## src/rtl/mdu_iter_pkg.sv

```systemverilog
// Shared funct-field codes and multiply/divide unit definitions.
// Imported by the execute-stage multiply/divide unit and its step datapath.
package mdu_iter_pkg;

    localparam logic [5:0] FUNCT_MFHI  = 6'h10;
    localparam logic [5:0] FUNCT_MTHI  = 6'h11;
    localparam logic [5:0] FUNCT_MFLO  = 6'h12;
    localparam logic [5:0] FUNCT_MTLO  = 6'h13;
    localparam logic [5:0] FUNCT_MULT  = 6'h18;
    localparam logic [5:0] FUNCT_MULTU = 6'h19;
    localparam logic [5:0] FUNCT_DIV   = 6'h1A;
    localparam logic [5:0] FUNCT_DIVU  = 6'h1B;

    localparam int MDU_ITERS = 32;

    typedef enum logic [1:0] {
        MDU_STATE_IDLE = 2'd0,
        MDU_STATE_CALC = 2'd1,
        MDU_STATE_FIX  = 2'd2
    } mdu_state_t;

    function automatic logic is_arith(input logic [5:0] funct);
        return (funct == FUNCT_MULT) || (funct == FUNCT_MULTU) ||
               (funct == FUNCT_DIV)  || (funct == FUNCT_DIVU);
    endfunction

    function automatic logic is_mdu(input logic [5:0] funct);
        return is_arith(funct) ||
               (funct == FUNCT_MFHI) || (funct == FUNCT_MFLO) ||
               (funct == FUNCT_MTHI) || (funct == FUNCT_MTLO);
    endfunction

endpackage

```

## src/rtl/mdu_iter_step.sv

```systemverilog
// One radix-2 iteration: shift-add multiply or restoring shift-subtract divide.
// acc_hi holds the running upper product / remainder, acc_lo the multiplier / quotient.
module mdu_step #(
    parameter int WIDTH = 32
) (
    input  logic             is_div,
    input  logic [WIDTH-1:0] operand,
    input  logic [WIDTH-1:0] acc_hi,
    input  logic [WIDTH-1:0] acc_lo,
    output logic [WIDTH-1:0] next_hi,
    output logic [WIDTH-1:0] next_lo
);

    logic [WIDTH-1:0] addend;
    logic [WIDTH:0]   sum;
    logic [WIDTH:0]   shifted;
    logic [WIDTH:0]   diff;

    always_comb begin
        addend  = acc_lo[0] ? operand : '0;
        sum     = {1'b0, acc_hi} + {1'b0, addend};
        // Remainder needs one extra bit while the next dividend bit is shifted in.
        shifted = {acc_hi, acc_lo[WIDTH-1]};
        diff    = shifted - {1'b0, operand};
        next_hi = '0;
        next_lo = '0;
        if (is_div) begin
            if (diff[WIDTH]) begin
                next_hi = shifted[WIDTH-1:0];
                next_lo = {acc_lo[WIDTH-2:0], 1'b0};
            end else begin
                next_hi = diff[WIDTH-1:0];
                next_lo = {acc_lo[WIDTH-2:0], 1'b1};
            end
        end else begin
            next_hi = sum[WIDTH:1];
            next_lo = {sum[0], acc_lo[WIDTH-1:1]};
        end
    end

endmodule

```

## src/rtl/mdu_iter.sv

```systemverilog
// Iterative MULT/MULTU/DIV/DIVU unit owning HI/LO; 33 cycles per arithmetic op.
// Operates on magnitudes and restores signs in a final FIX cycle.
module mdu_iter
    import mdu_iter_pkg::*;
#(
    parameter int WIDTH = 32
) (
    input  logic             clock_i,
    input  logic             reset_n_i,
    input  logic             op_valid_i,
    input  logic [5:0]       funct_i,
    input  logic [WIDTH-1:0] param_1_i,
    input  logic [WIDTH-1:0] param_2_i,
    input  logic             abort_i,
    output logic [WIDTH-1:0] result_o,
    output logic [WIDTH-1:0] hi_o,
    output logic [WIDTH-1:0] lo_o,
    output logic             busy_o,
    output logic             stall_o,
    output logic             done_o
);

    localparam int CNT_W = $clog2(MDU_ITERS);
    localparam logic [CNT_W-1:0] CNT_LAST = CNT_W'(MDU_ITERS - 1);

    mdu_state_t state, next_state;

    logic [CNT_W-1:0]   count;
    logic               is_div;
    logic               is_signed;
    logic               sign_a;
    logic               sign_b;
    logic [WIDTH-1:0]   operand;
    logic [WIDTH-1:0]   acc_hi;
    logic [WIDTH-1:0]   acc_lo;
    logic [WIDTH-1:0]   hi;
    logic [WIDTH-1:0]   lo;
    logic               done;

    logic               start;
    logic               fix_write;
    logic               move_hi;
    logic               move_lo;
    logic               start_div;
    logic               start_signed;
    logic [WIDTH-1:0]   step_hi;
    logic [WIDTH-1:0]   step_lo;
    logic [2*WIDTH-1:0] product_fixed;
    logic [WIDTH-1:0]   quot_fixed;
    logic [WIDTH-1:0]   rem_fixed;

    function automatic logic [WIDTH-1:0] magnitude(input logic [WIDTH-1:0] value,
                                                   input logic             signed_op);
        logic signed [WIDTH-1:0] sval;
        sval = value;
        return (signed_op && sval < 0) ? -value : value;
    endfunction

    mdu_step #(.WIDTH(WIDTH)) u_step (
        .is_div  (is_div),
        .operand (operand),
        .acc_hi  (acc_hi),
        .acc_lo  (acc_lo),
        .next_hi (step_hi),
        .next_lo (step_lo)
    );

    always_ff @(posedge clock_i or negedge reset_n_i) begin
        if (!reset_n_i) begin
            state <= MDU_STATE_IDLE;
        end else begin
            state <= next_state;
        end
    end

    always_comb begin
        next_state = state;
        start      = 1'b0;
        fix_write  = 1'b0;
        move_hi    = 1'b0;
        move_lo    = 1'b0;
        case (state)
            MDU_STATE_IDLE: begin
                if (op_valid_i && is_arith(funct_i) && !abort_i) begin
                    start      = 1'b1;
                    next_state = MDU_STATE_CALC;
                end
                move_hi = op_valid_i && (funct_i == FUNCT_MTHI);
                move_lo = op_valid_i && (funct_i == FUNCT_MTLO);
            end
            MDU_STATE_CALC: begin
                if (abort_i) begin
                    next_state = MDU_STATE_IDLE;
                end else if (count == '0) begin
                    next_state = MDU_STATE_FIX;
                end
            end
            MDU_STATE_FIX: begin
                next_state = MDU_STATE_IDLE;
                fix_write  = !abort_i;
            end
            default: next_state = MDU_STATE_IDLE;
        endcase
    end

    // funct bit 1 selects divide, bit 0 selects the unsigned variant.
    assign start_div    = funct_i[1];
    assign start_signed = !funct_i[0];

    // A zero divisor leaves the all-ones quotient unsigned; the remainder sign rule
    // then hands back the original dividend.
    always_comb begin
        product_fixed = {acc_hi, acc_lo};
        if (is_signed && (sign_a ^ sign_b)) begin
            product_fixed = -{acc_hi, acc_lo};
        end
        quot_fixed = acc_lo;
        if (is_signed && (sign_a ^ sign_b) && (operand != '0)) begin
            quot_fixed = -acc_lo;
        end
        rem_fixed = acc_hi;
        if (is_signed && sign_a) begin
            rem_fixed = -acc_hi;
        end
    end

    always_ff @(posedge clock_i or negedge reset_n_i) begin
        if (!reset_n_i) begin
            count     <= '0;
            is_div    <= 1'b0;
            is_signed <= 1'b0;
            sign_a    <= 1'b0;
            sign_b    <= 1'b0;
            operand   <= '0;
            acc_hi    <= '0;
            acc_lo    <= '0;
            hi        <= '0;
            lo        <= '0;
            done      <= 1'b0;
        end else begin
            if (start) begin
                count     <= CNT_LAST;
                is_div    <= start_div;
                is_signed <= start_signed;
                sign_a    <= param_1_i[WIDTH-1];
                sign_b    <= param_2_i[WIDTH-1];
                acc_hi    <= '0;
                if (start_div) begin
                    operand <= magnitude(param_2_i, start_signed);
                    acc_lo  <= magnitude(param_1_i, start_signed);
                end else begin
                    operand <= magnitude(param_1_i, start_signed);
                    acc_lo  <= magnitude(param_2_i, start_signed);
                end
            end else if (state == MDU_STATE_CALC) begin
                acc_hi <= step_hi;
                acc_lo <= step_lo;
                count  <= count - 1'b1;
            end
            done <= fix_write;
            if (fix_write) begin
                if (is_div) begin
                    hi <= rem_fixed;
                    lo <= quot_fixed;
                end else begin
                    hi <= product_fixed[2*WIDTH-1:WIDTH];
                    lo <= product_fixed[WIDTH-1:0];
                end
            end else begin
                if (move_hi) hi <= param_1_i;
                if (move_lo) lo <= param_1_i;
            end
        end
    end

    assign hi_o    = hi;
    assign lo_o    = lo;
    assign done_o  = done;
    assign busy_o  = (state != MDU_STATE_IDLE);
    assign stall_o = op_valid_i && busy_o && is_mdu(funct_i);

    always_comb begin
        result_o = '0;
        if (op_valid_i && funct_i == FUNCT_MFHI) result_o = hi;
        else if (op_valid_i && funct_i == FUNCT_MFLO) result_o = lo;
    end

endmodule

```

## config.mk

```make
export PLATFORM = sky130hd
export DESIGN_NAME = mdu_iter
export DESIGN_NICKNAME = d
export VERILOG_FILES = /design/src/rtl/mdu_iter_pkg.sv /design/src/rtl/mdu_iter_step.sv /design/src/rtl/mdu_iter.sv
export SDC_FILE = /design/constraint.sdc
export NUM_CORES = 1
export LEC_CHECK = 0
export CAP_MARGIN = 15
export CORE_UTILIZATION = 25
export DETAILED_ROUTE_END_ITERATION = 16
export PLACE_DENSITY = 0.42
export SLEW_MARGIN = 10
export SYNTH_ARGS = -nofsm -noshare
export SYNTH_HDL_FRONTEND = slang
export SYNTH_SLANG_ARGS = --single-unit
```

## constraint.sdc

```tcl
create_clock -name clock_i -period 4.6 [get_ports clock_i]
set_input_delay 0.46 -clock clock_i [delete_from_list [all_inputs] [get_ports clock_i]]
set_output_delay 0.46 -clock clock_i [all_outputs]
set_load 0.05 [all_outputs]
```

==> impl_metrics.env, run 1 <==
export IMPL_worstMarginPinSlew_ns=0.935
export IMPL_antenna_found_initial=2
export IMPL_min_period_ns=3.85
export IMPL_rsz0062_at_grt="no"
export IMPL_hold_path_class="reg2reg"
export IMPL_io_buffer_count=172
export IMPL_core_area_um2=60500
export IMPL_worstPathRequired_ns=4.95
export IMPL_nNetsFinal=2213
export IMPL_synth_cell_types=74
export IMPL_cts_buffers=17
export IMPL_vias=15100
export IMPL_drtIter0Drc=1045
export IMPL_max_clock_path_buffers=2
export IMPL_diodes=0
export IMPL_start_kind="flip-flop"
export IMPL_drt_pass1_iter_count=5
export IMPL_fillers=6431
export IMPL_die_w_um=250
export IMPL_cts_resized=0
export IMPL_cts_tree="built"
export IMPL_relSlewSlack=0.376
export IMPL_dieArea_um2=62400
export IMPL_track_usage=0.209
export IMPL_clock_sinks=172
export IMPL_setup_viol=0
export IMPL_syn_nets=2108
export IMPL_synth_top_cell_by_area="dfrtp_1"
export IMPL_path_class="reg2reg"
export IMPL_slew_violations=0
export IMPL_drtAntennaViolNets=0
export IMPL_worst_ep_arrival_time_ns=4.20
export IMPL_cts_htree_levels=4
export IMPL_grt_pass1_wl_mm=97.5
export IMPL_max_vdd_ir_drop_v=0.000334
export IMPL_clock_latency_ns=0.50
export IMPL_cts_root_buffer="clkbuf_16"
export IMPL_critPathLaunch="acc_hi[15]"
export IMPL_synth_edf_count=0
export IMPL_top_level_ports=173
export IMPL_run_status="finished clean"
export IMPL_regArea_um2=4310
export IMPL_cp_max_fo=38
export IMPL_post_route_period_util=0.837
export IMPL_syn_area_um2=15300
export IMPL_p_leak_uw=0.00779
export IMPL_maxCapViolCount=0
export IMPL_syn_inst=1962
export IMPL_p_total_uw=10200
export IMPL_power_density_nw_per_um2=552
export IMPL_hold_viol_final=0
export IMPL_route_detailed_drc=0
export IMPL_clock_fmax_mhz=260
export IMPL_die_h_um=250
export IMPL_multi_input_area_um2=10400
export IMPL_area_delta_synth_final_pct=20.2
export IMPL_clkTransAtPathRegs_ns=0.08
export IMPL_row_count=90
export IMPL_grt_overflow=0
export IMPL_finalSetupTns_ns=0
export IMPL_min_from="operand[19]"
export IMPL_netlist_area_leader_share=0.280
export IMPL_ys_ff_latch=172
export IMPL_layout_drive_gt1_share=0.0462
export IMPL_grt_max_degree=130
export IMPL_drt_vias_per_instance=5.26
export IMPL_r2r_start="acc_hi[15]"
export IMPL_async_reset_ff_frac=1.00
export IMPL_synthTopCellsByArea="dfrtp_1 28%, mux2i_1 8.1%, o21ai_0 6.2%"
export IMPL_first_global_vias=14600
export IMPL_initial_core_util=0.254
export IMPL_fin_area_um2=18400
export IMPL_place_gp_congestion=0.934
export IMPL_critPathCaptureType="flip-flop"
export IMPL_hpwl_mm=49.9
export IMPL_fin_skew_ns=0.0169
export IMPL_wl_per_cell_um=22.9
export IMPL_avgSynthCellArea_um2=7.82
export IMPL_ys_flop_type="dfrtp_1"
export IMPL_placed_area_um2=17900
export IMPL_ys_seq_area_frac=0.280
export IMPL_ys_warn_count=0
export IMPL_wirelength_mm=65.5
[flip-flops by register name, summed over array words and instances, names as in the netlist]
register   count
is_div         1
operand       32
state          2
acc_lo        32
acc_hi        32
lo_o          32
hi_o          32
count          5
done_o         1
sign_b         1
is_signed      1
sign_a         1
[cell usage in the layout, fill, tap and decap left out, drive strengths merged, types with 10 or more instances in the layout]
cell,n
o21ai,193
clkbuf,21
nand2b,24
xnor2,85
mux2i,124
nor3,43
a21oi,164
nor2,213
nand3,24
or4,13
a211oi,22
a22oi,16
nor2b,16
nand4,10
o21a,10
inv,76
xor2,86
a21o,32
o221ai,11
or3,18
nor4,17
buf,32
clkdlybuf4s50,170
o211ai,50
nand2,213
ha,70
dfrtp,172
o31ai,17
a31oi,20
o41ai,10
[area by class of cell]
type / count / area share
Timing Repair Buffer: 204 / 0.108
Tap cell: 782 / 0.0530
Multi-Input combinational cell: 1599 / 0.561
Sequential cell: 172 / 0.233
Clock inverter: 12 / 0.00482
Clock buffer: 20 / 0.0248
Inverter: 73 / 0.0149
[power by group]
group	switching (µW)	total, µW	leakage, µW	internal [µW]
clock network	731	1450	0.000271	724
registers	791	2700	0.00218	1910
logic	3660	6020	0.00533	2360
total	5180	10200	0.00779	4990
[layer usage]
| layer | track usage | vias up | wire, µm |
|---|---|---|---|
| li1 | - | 7215 | - |
| met1 | 0.270 | 7427 | 29200 |
| met5 | 0 | - | 13 |
| met2 | 0.360 | 379 | 32300 |
| met4 | 0.0476 | 2 | 1250 |
| met3 | 0.0338 | 41 | 2680 |
[stage by stage]
| step | util | hold slack [ns] | setup WS [ns] | instances |
|---|---|---|---|---|
| 2_1_floorplan | - | 0.164 | 1.36 | 1962 |
| 3_3_place_gp | 0.296 | 0.470 | 0.702 | 2829 |
| 3_5_place_dp | 0.296 | 0.485 | 0.720 | 2829 |
| 4_1_cts | 0.305 | 0.507 | 0.826 | 2862 |
| 5_1_grt | 0.305 | 0.522 | 0.482 | 2862 |
| 6_report | 0.305 | 0.503 | 0.751 | 2862 |
[synthesized netlist by cell type, types with 7 or more instances]
library cell	n
nand2_1	213
nor2_1	213
o21ai_0	191
dfrtp_1	172
a21oi_1	163
mux2i_1	124
clkbuf_1	90
xor2_1	86
xnor2_1	85
inv_1	72
ha_1	70
o211ai_1	50
nor3_1	42
a21o_1	32
buf_1	24
nand2b_1	24
nand3_1	24
a211oi_1	22
a31oi_1	20
o31ai_1	17
or3_1	17
a22oi_1	16
nor2b_1	16
nor4_1	14
o221ai_1	11
nand4_1	10
o21a_1	10
or4_1	10
and2_1	8
nor3b_1	8
o21bai_1	8
a221oi_1	7
nand3b_1	7
o41ai_1	7
[worst max-delay path, cell delays in order, from the launching register on]
cell and delay (ns):
dfrtp_1 0.52, ha_1 0.50, nand2_1 0.12, or4_1 0.59, a211oi_1 0.48, o21a_1 0.22, o211ai_1 0.12, nand3_2 0.10
buf_4 0.39, mux2_2 0.39, a22oi_1 0.14, o21ai_0 0.11
[final timing paths]
check,endpoint,slack [ns],cells past startpoint
max in group asynchronous,acc_hi[23],2.78,3
worst min register to register,operand[19],0.50,2
worst max register to register,acc_hi[15],0.75,11
worst min-delay path,operand[19],0.50,2
min in group asynchronous,acc_lo[7],0.53,2
worst max-delay path,acc_hi[15],0.75,11
[timing repair]
action,4_1_cts,5_1_grt
hold buffers,1,0
endpoints found under the hold margin,39,0
setup buffers,0,0
[cells by family after synthesis]
logic type	synth area share
AO/OA/AOI/OAI	0.237
XOR/XNOR	0.0976
adder cells (fa/ha/maj)	0.0597
buffers and inverters	0.0470
flip-flops	0.280
multiplexers	0.0838
AND/OR/NAND/NOR	0.194
Power figures use the tool's default switching activity.
==> run 2: changes to the inputs <==
Clock period 4.6 ns to 3.7 ns, I/O delays scaled along.
==> run 2 against run 1 <==
First-iteration DRC count up 16%; routed wire length up 4.2%; cell area up 4.7%; global-route usage up 0.99 points; sequential share of layout area down 1.1 points; hold slack worse by 0.043 ns; sequential power up 15%; flip-flop and latch count unchanged; power up 33%; critical path depth down 2; largest cell class unchanged; largest power group unchanged.
==> impl_metrics.env, run 2 (same netlist as run 1, synthesis figures left out) <==
export IMPL_run_status="finished clean"
export IMPL_drt_vias_per_instance=5.23
export IMPL_die_h_um=250
export IMPL_wl_per_cell_um=23.0
export IMPL_clock_latency_ns=0.50
export IMPL_max_vdd_ir_drop_v=0.000385
export IMPL_worstPathRequired_ns=4.07
export IMPL_setup_viol=0
export IMPL_diodes=0
export IMPL_area_delta_synth_final_pct=25.9
export IMPL_clkTransAtPathRegs_ns=0.08
export IMPL_post_route_period_util=0.974
export IMPL_final_util=0.320
export IMPL_core_area_um2=60500
export IMPL_critPathCaptureType="flip-flop"
export IMPL_initial_core_util=0.254
export IMPL_fin_skew_ns=0.0154
export IMPL_hpwl_mm=53.9
export IMPL_cts_htree_levels=4
export IMPL_worst_slack_ns=0.0957
export IMPL_r2r_start="acc_lo[19]"
export IMPL_r2r_end="hi_o[17]"
export IMPL_cp_max_fo=6
export IMPL_slew_violations=0
export IMPL_dp_slack_ns=0.141
export IMPL_clock_sinks=172
export IMPL_path_class="reg2reg"
export IMPL_min_period_ns=3.60
export IMPL_fillers=6462
export IMPL_antenna_found_initial=1
export IMPL_clock_fmax_mhz=277
export IMPL_cts_root_buffer="clkbuf_16"
export IMPL_endpoint="hi_o[17]"
export IMPL_p_total_uw=13600
export IMPL_track_usage=0.218
export IMPL_maxCapViolCount=0
export IMPL_cts_buffers=17
export IMPL_row_count=90
export IMPL_cts_tree="built"
export IMPL_grt_overflow=0
export IMPL_drtAntennaViolNets=0
export IMPL_wirelength_mm=68.2
export IMPL_grt_max_degree=94
export IMPL_first_global_vias=15200
export IMPL_multi_input_area_um2=10400
export IMPL_place_gp_congestion=0.953
export IMPL_layout_drive_gt1_share=0.108
export IMPL_relSlewSlack=0.384
export IMPL_hold_path_class="in2async"
export IMPL_top_level_ports=173
export IMPL_r2r_slack_ns=0.1
export IMPL_hold_viol_final=0
export IMPL_reg2reg_depth=9
export IMPL_drtIter0Drc=1208
export IMPL_dieArea_um2=62400
export IMPL_worst_ep_arrival_time_ns=3.97
export IMPL_max_clock_path_buffers=2
export IMPL_io_buffer_count=172
export IMPL_final_cell_mix="212 x nand2_1, 211 x nor2_1, 191 x o21ai_0, 171 x dfrtp_1, 162 x a21oi_1"
export IMPL_route_detailed_drc=0
export IMPL_regArea_um2=4310
export IMPL_power_density_nw_per_um2=701
export IMPL_final_common_cell="nand2_1"
export IMPL_worstMarginPinSlew_ns=0.924
export IMPL_vias=15500
export IMPL_critPathLaunch="acc_lo[19]"
export IMPL_drt_pass1_iter_count=5
export IMPL_nNetsFinal=2318
export IMPL_grt_pass1_wl_mm=102
export IMPL_start_kind="flip-flop"
export IMPL_p_leak_uw=0.00842
export IMPL_final_cells=2965
export IMPL_dp_cells=2932
export IMPL_die_w_um=250
## run 2: how the worst min path moves through the flow
stage          cells after the start  slack (ns)          end         from
2_1_floorplan                      0        0.07    acc_hi[0]    reset_n_i
3_3_place_gp                       2        0.47  operand[18]  operand[18]
3_5_place_dp                       2        0.48  operand[18]  operand[18]
4_1_cts                            4        0.44    acc_lo[9]   funct_i[1]
5_1_grt                            4        0.50   acc_lo[14]   funct_i[1]
6_report                           2        0.46   acc_lo[15]    reset_n_i
## run 2: cell type report
class	instances	area share
clock inverter	13	0.00803
multi-input combinational	1599	0.536
tap	782	0.0506
inverter	73	0.0144
timing repair buffer	309	0.146
sequential	172	0.223
clock buffer	17	0.0220
## run 2: report_power, final
part           internal (µW)  total (µW)  switching [µW]  leakage (µW)
Clock                   1010        1940             932      0.000286
Combinational           3410        8520            5100       0.00595
Sequential              2380        3100             718       0.00218
## run 2: repair_timing
action | in CTS | in global routing
endpoints found under the hold margin | 13 | 0
hold buffers | 1 | 0
setup endpoints to repair | 0 | 10
gates resized for setup | 0 | 4
buffers inserted | 0 | 2
## run 2: metal layers
metal / track usage / part of all wire / vias up
met1: 0.273 / 0.44 / 7590
li1: - / - / 7442
met2: 0.381 / 0.49 / 377
met3: 0.0291 / 0.037 / 83
met5: 0 / 0.00019 / -
met4: 0.0790 / 0.033 / 2
## run 2: critical path: stages (launching register included)
cell and delay, ns:
dfrtp_1 0.53, nor3_1 0.75, nand3_1 0.38, nor4_4 0.50, buf_4 0.25, nand2_1 0.11, nand2_1 0.21, o21ai_0 0.15
xnor2_1 0.45, a21oi_1 0.13
## run 2: through the flow
step           instance area [µm²]  TNS (ns)  hold WS (ns)
2_1_floorplan                15300         0        0.0744
3_3_place_gp                 18700         0         0.471
3_5_place_dp                 18700         0         0.477
4_1_cts                      19300         0         0.440
5_1_grt                      19300   -0.0222         0.502
6_report                     19300         0         0.460
